[src/rtl/exe_muldiv_unit.sv]
// exe_muldiv_unit: iterative 32x32 multiply / 32/32 divide for the EXE stage.
// One shift-add or restoring-divide step per cycle over 32 cycles, then a sign
// fix-up cycle, then a result write.
//
// Output timing: the result is written into Hi/Lo at the edge that leaves the
// DONE state. Done is registered on that same edge, so the Done pulse and the
// new Hi/Lo values appear together in the following cycle. Busy remains high
// through that Done cycle. Counting from the Start edge, Done is therefore
// visible after 35 edges.
module exe_muldiv_unit (
    input  logic        clk,
    input  logic        rst_n,
    input  logic        Start,
    input  logic [1:0]  Op,
    input  logic [31:0] SregData,
    input  logic [31:0] TregData,
    input  logic        Flush,
    output logic        Busy,
    output logic        Done,
    output logic [31:0] Hi,
    output logic [31:0] Lo,
    output logic        DivByZero
);

    typedef enum logic [1:0] {
        S_IDLE = 2'd0,
        S_RUN  = 2'd1,
        S_FIX  = 2'd2,
        S_DONE = 2'd3
    } state_t;

    state_t      r_state;
    state_t      w_next;
    logic [4:0]  r_cnt;
    logic        r_done;

    // Latched operation context
    logic        r_is_div;
    logic        r_sign_a;
    logic        r_sign_b;
    logic [31:0] r_mag_a;
    logic [31:0] r_mag_b;
    logic [31:0] r_raw_a;
    // Multiply: {partial high, multiplier/product low}; divide: {remainder, quotient}
    logic [63:0] r_acc;

    logic        w_accept;
    logic        w_signed_op;
    logic        w_sa;
    logic        w_sb;
    logic [32:0] w_mul_sum;
    logic [63:0] w_mul_next;
    logic [32:0] w_div_trial;
    logic [63:0] w_div_next;
    logic [63:0] w_fix_next;
    logic        w_div_zero;

    // Two's complement negate when requested
    function automatic logic [31:0] f_cneg32(input logic [31:0] v, input logic neg);
        return neg ? (~v + 32'd1) : v;
    endfunction

    function automatic logic [63:0] f_cneg64(input logic [63:0] v, input logic neg);
        return neg ? (~v + 64'd1) : v;
    endfunction

    assign w_signed_op = ~Op[0];
    assign w_sa        = w_signed_op & SregData[31];
    assign w_sb        = w_signed_op & TregData[31];
    assign w_div_zero  = (r_mag_b == 32'd0);

    // State register
    always_ff @(posedge clk or negedge rst_n) begin
        if (!rst_n) begin
            r_state <= S_IDLE;
        end else begin
            r_state <= w_next;
        end
    end

    // Next-state logic; Flush overrides everything
    always_comb begin
        w_next = r_state;
        if (Flush) begin
            w_next = S_IDLE;
        end else begin
            case (r_state)
                S_IDLE:  if (Start && !r_done) w_next = S_RUN;
                S_RUN:   if (r_cnt == 5'd0)    w_next = S_FIX;
                S_FIX:   w_next = S_DONE;
                S_DONE:  w_next = S_IDLE;
                default: w_next = S_IDLE;
            endcase
        end
    end

    // Control outputs; the Done cycle still counts as busy
    always_comb begin
        Busy     = (r_state != S_IDLE) || r_done;
        w_accept = (r_state == S_IDLE) && !r_done && Start && !Flush;
    end

    // Iteration counter
    always_ff @(posedge clk or negedge rst_n) begin
        if (!rst_n) begin
            r_cnt <= 5'd0;
        end else if (w_accept) begin
            r_cnt <= 5'd31;
        end else if (r_state == S_RUN && r_cnt != 5'd0) begin
            r_cnt <= r_cnt - 5'd1;
        end
    end

    // One multiply or divide step plus the sign correction
    always_comb begin
        w_mul_sum   = {1'b0, r_acc[63:32]} + (r_acc[0] ? {1'b0, r_mag_a} : 33'd0);
        w_mul_next  = {w_mul_sum, r_acc[31:1]};
        w_div_trial = r_acc[63:31] - {1'b0, r_mag_b};
        if (!w_div_trial[32]) begin
            w_div_next = {w_div_trial[31:0], r_acc[30:0], 1'b1};
        end else begin
            w_div_next = {r_acc[62:0], 1'b0};
        end
        if (!r_is_div) begin
            w_fix_next = f_cneg64(r_acc, r_sign_a ^ r_sign_b);
        end else if (w_div_zero) begin
            w_fix_next = {r_raw_a, 32'hFFFF_FFFF};
        end else begin
            w_fix_next = {f_cneg32(r_acc[63:32], r_sign_a),
                          f_cneg32(r_acc[31:0], r_sign_a ^ r_sign_b)};
        end
    end

    // Operand capture and working accumulator (datapath, no reset needed)
    always_ff @(posedge clk) begin
        if (w_accept) begin
            r_is_div <= Op[1];
            r_sign_a <= w_sa;
            r_sign_b <= w_sb;
            r_mag_a  <= f_cneg32(SregData, w_sa);
            r_mag_b  <= f_cneg32(TregData, w_sb);
            r_raw_a  <= SregData;
            r_acc    <= Op[1] ? {32'd0, f_cneg32(SregData, w_sa)}
                              : {32'd0, f_cneg32(TregData, w_sb)};
        end else if (r_state == S_RUN) begin
            r_acc <= r_is_div ? w_div_next : w_mul_next;
        end else if (r_state == S_FIX) begin
            r_acc <= w_fix_next;
        end
    end

    // Architectural result registers and the Done pulse
    always_ff @(posedge clk or negedge rst_n) begin
        if (!rst_n) begin
            Hi        <= 32'd0;
            Lo        <= 32'd0;
            DivByZero <= 1'b0;
            r_done    <= 1'b0;
        end else if (r_state == S_DONE && !Flush) begin
            Hi        <= r_acc[63:32];
            Lo        <= r_acc[31:0];
            DivByZero <= r_is_div && w_div_zero;
            r_done    <= 1'b1;
        end else begin
            r_done    <= 1'b0;
        end
    end

    assign Done = r_done;

endmodule

[config.mk]
export PLATFORM = sky130hd
export DESIGN_NAME = exe_muldiv_unit
export DESIGN_NICKNAME = d
export VERILOG_FILES = /design/src/rtl/exe_muldiv_unit.sv
export SDC_FILE = /design/constraint.sdc
export NUM_CORES = 1
export LEC_CHECK = 0
export CAP_MARGIN = 20
export CORE_ASPECT_RATIO = 0.6
export CORE_MARGIN = 3
export CORE_UTILIZATION = 52
export CTS_BUF_LIST = sky130_fd_sc_hd__clkbuf_8
export DETAILED_ROUTE_END_ITERATION = 10
export PLACE_DENSITY = 0.73
export SLEW_MARGIN = 15
export SYNTH_ARGS = -nofsm -noshare
export SYNTH_HDL_FRONTEND = slang
export SYNTH_SLANG_ARGS = --single-unit
[constraint.sdc]
create_clock -name clk -period 5.8 [get_ports clk]
set_clock_uncertainty 0.05 [all_clocks]
set_input_delay 0.87 -clock clk [delete_from_list [all_inputs] [get_ports clk]]
set_output_delay 0.87 -clock clk [all_outputs]
set_load 0.05 [all_outputs]
## After elaboration in Yosys (flattened, before gate mapping)

Cells that the tools add are included.

- Register bits: 236
- Latch bits: 0
- Memory bits (writable): 0
- ROM bits: 0
- Bits of input ports: 70
- Output and inout port bits: 67
- Memories: 0

- Add/subtract/negate cells: 8
- Multiply operators: 0
- Div/mod/pow operators: 0
- Order comparisons: 0
- Equal/unequal tests: 6
- Shift operators: 0
- Mux-type cells: 21
- Bitwise logic cells: 9
- Reductions and logical operators: 22

Operators with widths:

| cell | count |
|---|---|
| 2-to-1 mux 64 bit | 8 |
| 2-to-1 mux 32 bit | 6 |
| adder 32 x 1 -> 32 bit (second input constant) | 4 |
| inverter 32 bit | 4 |
| adder 64 x 1 -> 64 bit (second input constant) | 1 |
| inverter 64 bit | 1 |
| adder 32 x 32 -> 33 bit | 1 |
| subtractor 33 x 32 -> 33 bit | 1 |
| zero test 32 bit | 1 |
| 2-to-1 mux 5 bit | 2 |
| case mux 2 bit (4 select lines) | 1 |
| nonzero test 4 bit | 2 |
| logical AND 1 bit | 7 |
| 2-to-1 mux 2 bit | 3 |
| inequality test 3 bit (second input constant) | 2 |
| AND reduction 3 bit | 2 |
| zero test 5 bit | 1 |
| inequality test 5 x 1 -> 1 bit (second input constant) | 1 |
| nonzero test 5 bit | 1 |
| subtractor 5 x 1 -> 5 bit (second input constant) | 1 |
| == test 2 bit (second input constant) | 2 |
| nonzero test 2 bit | 2 |
| nonzero test 3 bit | 1 |
| AND 1 bit | 2 |
| 8 further kinds | 9 |

## Logic depth before layout (Yosys ltp)

- Word-level depth: 8
- Gate-level depth with buffers: 15
- Depth with buffers taken out: 13

## Worst setup path after synthesis

No wires, ideal clock.

- Path type: input-to-reg
- Start: input port Start
- End: register r_acc[0] (data pin)
- Data arrival time: 4.897 ns
- Slack: 0.443 ns
- Cell stages on the path: 7
- Buffers on the path: 3
- Path through: nand2b_1 > or3b_2 > clkbuf_1 > inv_1 > clkbuf_1 > buf_1 > a21oi_1

- Longest elaborated chain between the ends: 3

Ends and longest elaborated chain:

| item | line | source |
|---|---|---|
| from (decl) | 13 | `input logic Start,` |
| logical AND 1 bit (2 in a row) | 100 | `w_accept = (r_state == S_IDLE) && !r_done && Start && !Flush;` |
| net w_accept | 47 | `logic w_accept;` |
| 2-to-1 mux 64 bit | 136 | `if (w_accept) begin` |
| to (signal assigned) | 143 | `r_acc <= Op[1] ? {32'd0, f_cneg32(SregData, w_sa)}` |
| to (signal assigned) | 146 | `r_acc <= r_is_div ? w_div_next : w_mul_next;` |
| to (signal assigned) | 148 | `r_acc <= w_fix_next;` |
| to (decl) | 45 | `logic [63:0] r_acc;` |

The timed path passes the listed nets, and every way through them passes these cells.
A chain may end at the register's enable or synchronous reset.

## Final worst setup path

- Start: register r_acc[0]
- End: register r_acc[61] (data pin)

- Longest elaborated chain between the ends: 7
- Elaborated cells between the ends (all ways): 10
- Those cells by class: add/sub: 2; mux: 7; bitwise: 1

Ends and longest elaborated chain:

| item | line | source |
|---|---|---|
| inverter 64 bit | 64 | `return neg ? (~v + 64'd1) : v;` |
| adder 64 x 1 -> 64 bit | 64 |  |
| 2-to-1 mux 64 bit | 64 |  |
| 2-to-1 mux 64 bit | 124 | `if (!r_is_div) begin` |
| 2-to-1 mux 64 bit | 147 | `end else if (r_state == S_FIX) begin` |
| 2-to-1 mux 64 bit * | 145 | `end else if (r_state == S_RUN) begin` |
| 2-to-1 mux 64 bit * | 136 |  |

Mark *: on every way between the ends. The rest lies on a longest branch, timed or not. The select of a mux whose other input is x is not followed.

==> results_dict.tcl <==
set metrics [dict create \
    synth_seq_cells 235 \
    grt_pass1_vias 14500 \
    synth_top_area_cell "edfxtp_1" \
    die_y_um 145 \
    synth_common_cells "edfxtp_1, a21oi_1, nand2_1, nor2_1, o21ai_0" \
    reg2reg_from "r_acc[0]$_DFFE_PP_" \
    required_ns 6.09 \
    slowest_delay_ns 0.73 \
    dr.pass1.iters 6 \
    wl_um 58100 \
    worstSkewPairLatency_ns 0.59 \
    topRoutingLayerUsed "met4" \
    min_period_over_period_pct 86.7 \
    worstPathArrival_ns 5.31 \
    grtUsageTotal_pct 32.8 \
    io_pins 137 \
    status "finished clean" \
    routed_via_density 6.53 \
    drv_slew 0 \
    ir_drop_mv 0.318 \
    syn_area_sq_um 16900 \
    final_hold_viol_count 0 \
    ys_warn_count 0 \
    reg2reg_slack_ns 0.77 \
    crit_top_cell "o21ai_0" \
    crit_path_cell_trace "and2_1 -> ha_1 -> nand3_1 -> nor2_1 -> nor4b_1 -> nand4_1 -> a31oi_1 -> o21ai_0 -> o21ai_0 -> a2111oi_0 -> or4_1" \
    seq_area_frac_synth_pct 39.7 \
    die_area_sq_um 34700 \
    synthTopCellsByArea "edfxtp_1, dfrtp_1, ha_1, xnor2_1, mux2_2" \
    vias 15200 \
    worst-path-max-fanout 23 \
    synth_flop_cell "edfxtp_1" \
    numCtsBuffers 39 \
    drc 0 \
    layout.nets 2030 \
    h-tree-depth 2 \
    start_util_pct 53.5 \
    hold_ws_ns 0.213 \
    overflow 0 \
    antenna_left 0 \
    grt_pass1_wl_um 87700 \
    core-area_sq_um 31500 \
    max_freq_ghz 0.199 \
    post-cts-setup-buffers 0 \
    cts_resized 0 \
    synth_nets 1928 \
    clockRootBuffer "clkbuf_8" \
    start_kind "flop" \
    placed_area_sq_um 18600 \
    slew_headroom_pct 27.6 \
    wl_met1_um 24900 \
    dp_hpwl_um 41900 \
    utilization_pct 61.1 \
    num_rows 50 \
    gp_congestion 0.997 \
    drv_cap 0 \
    grt_max_degree 104 \
    detail_route.iter0.violations 2123 \
    power_density_nw_per_um2 581 \
    antenna_cells 0 \
    reg2regPathDepth 11 \
    crit_type "reg2reg" \
    finalCriticalPeriod_ns 5.03 \
    cts_sinks 235 \
    wl_met2_um 24300 \
    drive_gt1_share_pct 8.88 \
    clkTransAtPathRegs_ns 0.07 \
    synth_cell_types 76 \
    synth_top_area_share_pct 28.9 \
    die_w_um 238 \
    cts_tree "yes" \
    io_buffer_count 136 \
    synth_cells 1782 \
    hold_class "in2async" \
    yosysMostFrequentCell "edfxtp_1" \
    antenna_found_initial 0 \
    ctsLongestPathBuffers 3 \
    end_kind "flop" \
    grt_setup_unrepaired "no" \
    wl_per_cell_um 24.9 \
    dr_wl_met3_um 6890 \
    leakage_nw 7.72 \
    pre_cts_ws_ns 1.04 \
    rr_endpoint "r_acc[61]$_SDFFCE_PP0P_" \
    crit_slowest_cell "edfxtp_1" \
    fin_setup_tns_ns 0 \
    setup_slack_ns 0.774 \
    syn_to_final_growth_pct 14.3 \
    worst_pin_slew_ns 1.08 \
    ys_async_sr_fraction_pct 31.1 \
    synth_edf_count 162 \
    fin_area_sq_um 19300 \
    cts_hold_buf 0 \
    setup_viol 0 \
    avgSynthCellArea_sq_um 9.46 \
]
==> cells by family after synthesis <==
family / Yosys count / synth area share (%)
flip-flops: 235 / 39.7
XOR/XNOR: 159 / 8.26
buffers and inverters: 168 / 3.91
AO/OA/AOI/OAI: 494 / 18.6
AND/OR/NAND/NOR: 517 / 15.4
adder cells (fa/ha/maj): 76 / 5.73
multiplexers: 133 / 8.38
==> critical path: cells and delay by family (launching register included) <==
family	cells	cell delay [ns]
adders and majority gates	1	0.42
DFF	1	0.73
and+or+nand+nor	6	1.82
AOI/OAI and AO/OA	4	1.73
==> state kept, by name (all words and copies together), names as in the netlist <==
signal and count:
Done 1, r_sign_a 1, r_raw_a 31, r_is_div 1
r_mag_a 32, r_acc 64, Hi 32, r_sign_b 1
Lo 32, r_cnt 5, DivByZero 1, r_mag_b 32
r_state 2
==> worst max path at each step <==
stage | from | end | slack (ns) | depth (start not counted)
after CTS | r_acc[0]$_DFFE_PP_ | r_acc[61]$_SDFFCE_PP0P_ | 1.02 | 11
after floorplan | Start | r_acc[0]$_DFFE_PP_ | 0.44 | 7
after global routing | r_acc[0]$_DFFE_PP_ | r_acc[61]$_SDFFCE_PP0P_ | 0.66 | 11
after detailed placement | r_acc[0]$_DFFE_PP_ | r_acc[61]$_SDFFCE_PP0P_ | 1.04 | 11
after global placement | r_acc[0]$_DFFE_PP_ | r_acc[61]$_SDFFCE_PP0P_ | 1.12 | 11
final | r_acc[0]$_DFFE_PP_ | r_acc[61]$_SDFFCE_PP0P_ | 0.77 | 11
==> layout make-up <==
class	instances	area (sq um)
Timing Repair Buffer	158	1560
Sequential cell	235	6690
Inverter	71	269
Clock buffer	40	551
Multi-Input combinational cell	1379	9540
Tap cell	416	520
Fill cell	2711	12300
Clock inverter	31	135
==> per-layer routing <==
layer / vias to the layer above / global-route usage (%)
met4: 0 / 11.1
met2: 987 / 47.3
li1: 6807 / -
met3: 134 / 7.23
met5: - / 0
met1: 7296 / 48.7
==> metrics by stage <==
step / total power [W] / instances
after global placement: 0.00954 / 2257
after detailed placement: 0.00963 / 2257
after CTS: 0.0111 / 2328
after global routing: 0.0118 / 2330
final: 0.0112 / 2330
after floorplan: 0.00766 / 1782
==> power breakdown <==
| part | total, W | internal [W] | switching, W | leakage (nW) |
|---|---|---|---|---|
| logic | 0.00642 | 0.00248 | 0.00394 | 4.86 |
| clock network | 0.00140 | 0.000646 | 0.000751 | 0.394 |
| registers | 0.00337 | 0.00259 | 0.000776 | 2.46 |
==> cells in the final DEF, fill, tap and decap left out, types with 23 or more instances in the layout <==
master	n
a21oi_1	141
mux2_2	65
or3_1	23
edfxtp_1	162
dfrtp_1	73
clkbuf_8	40
ha_1	73
o21ai_0	120
and2_1	40
nand2_1	137
inv_1	80
a21o_1	35
nor2_1	127
nor3_1	45
xnor2_1	89
mux2i_1	68
clkdlybuf4s50_1	134
xor2_1	70
nor4_1	27
nand3_1	25
Power figures use the tool's default switching activity.
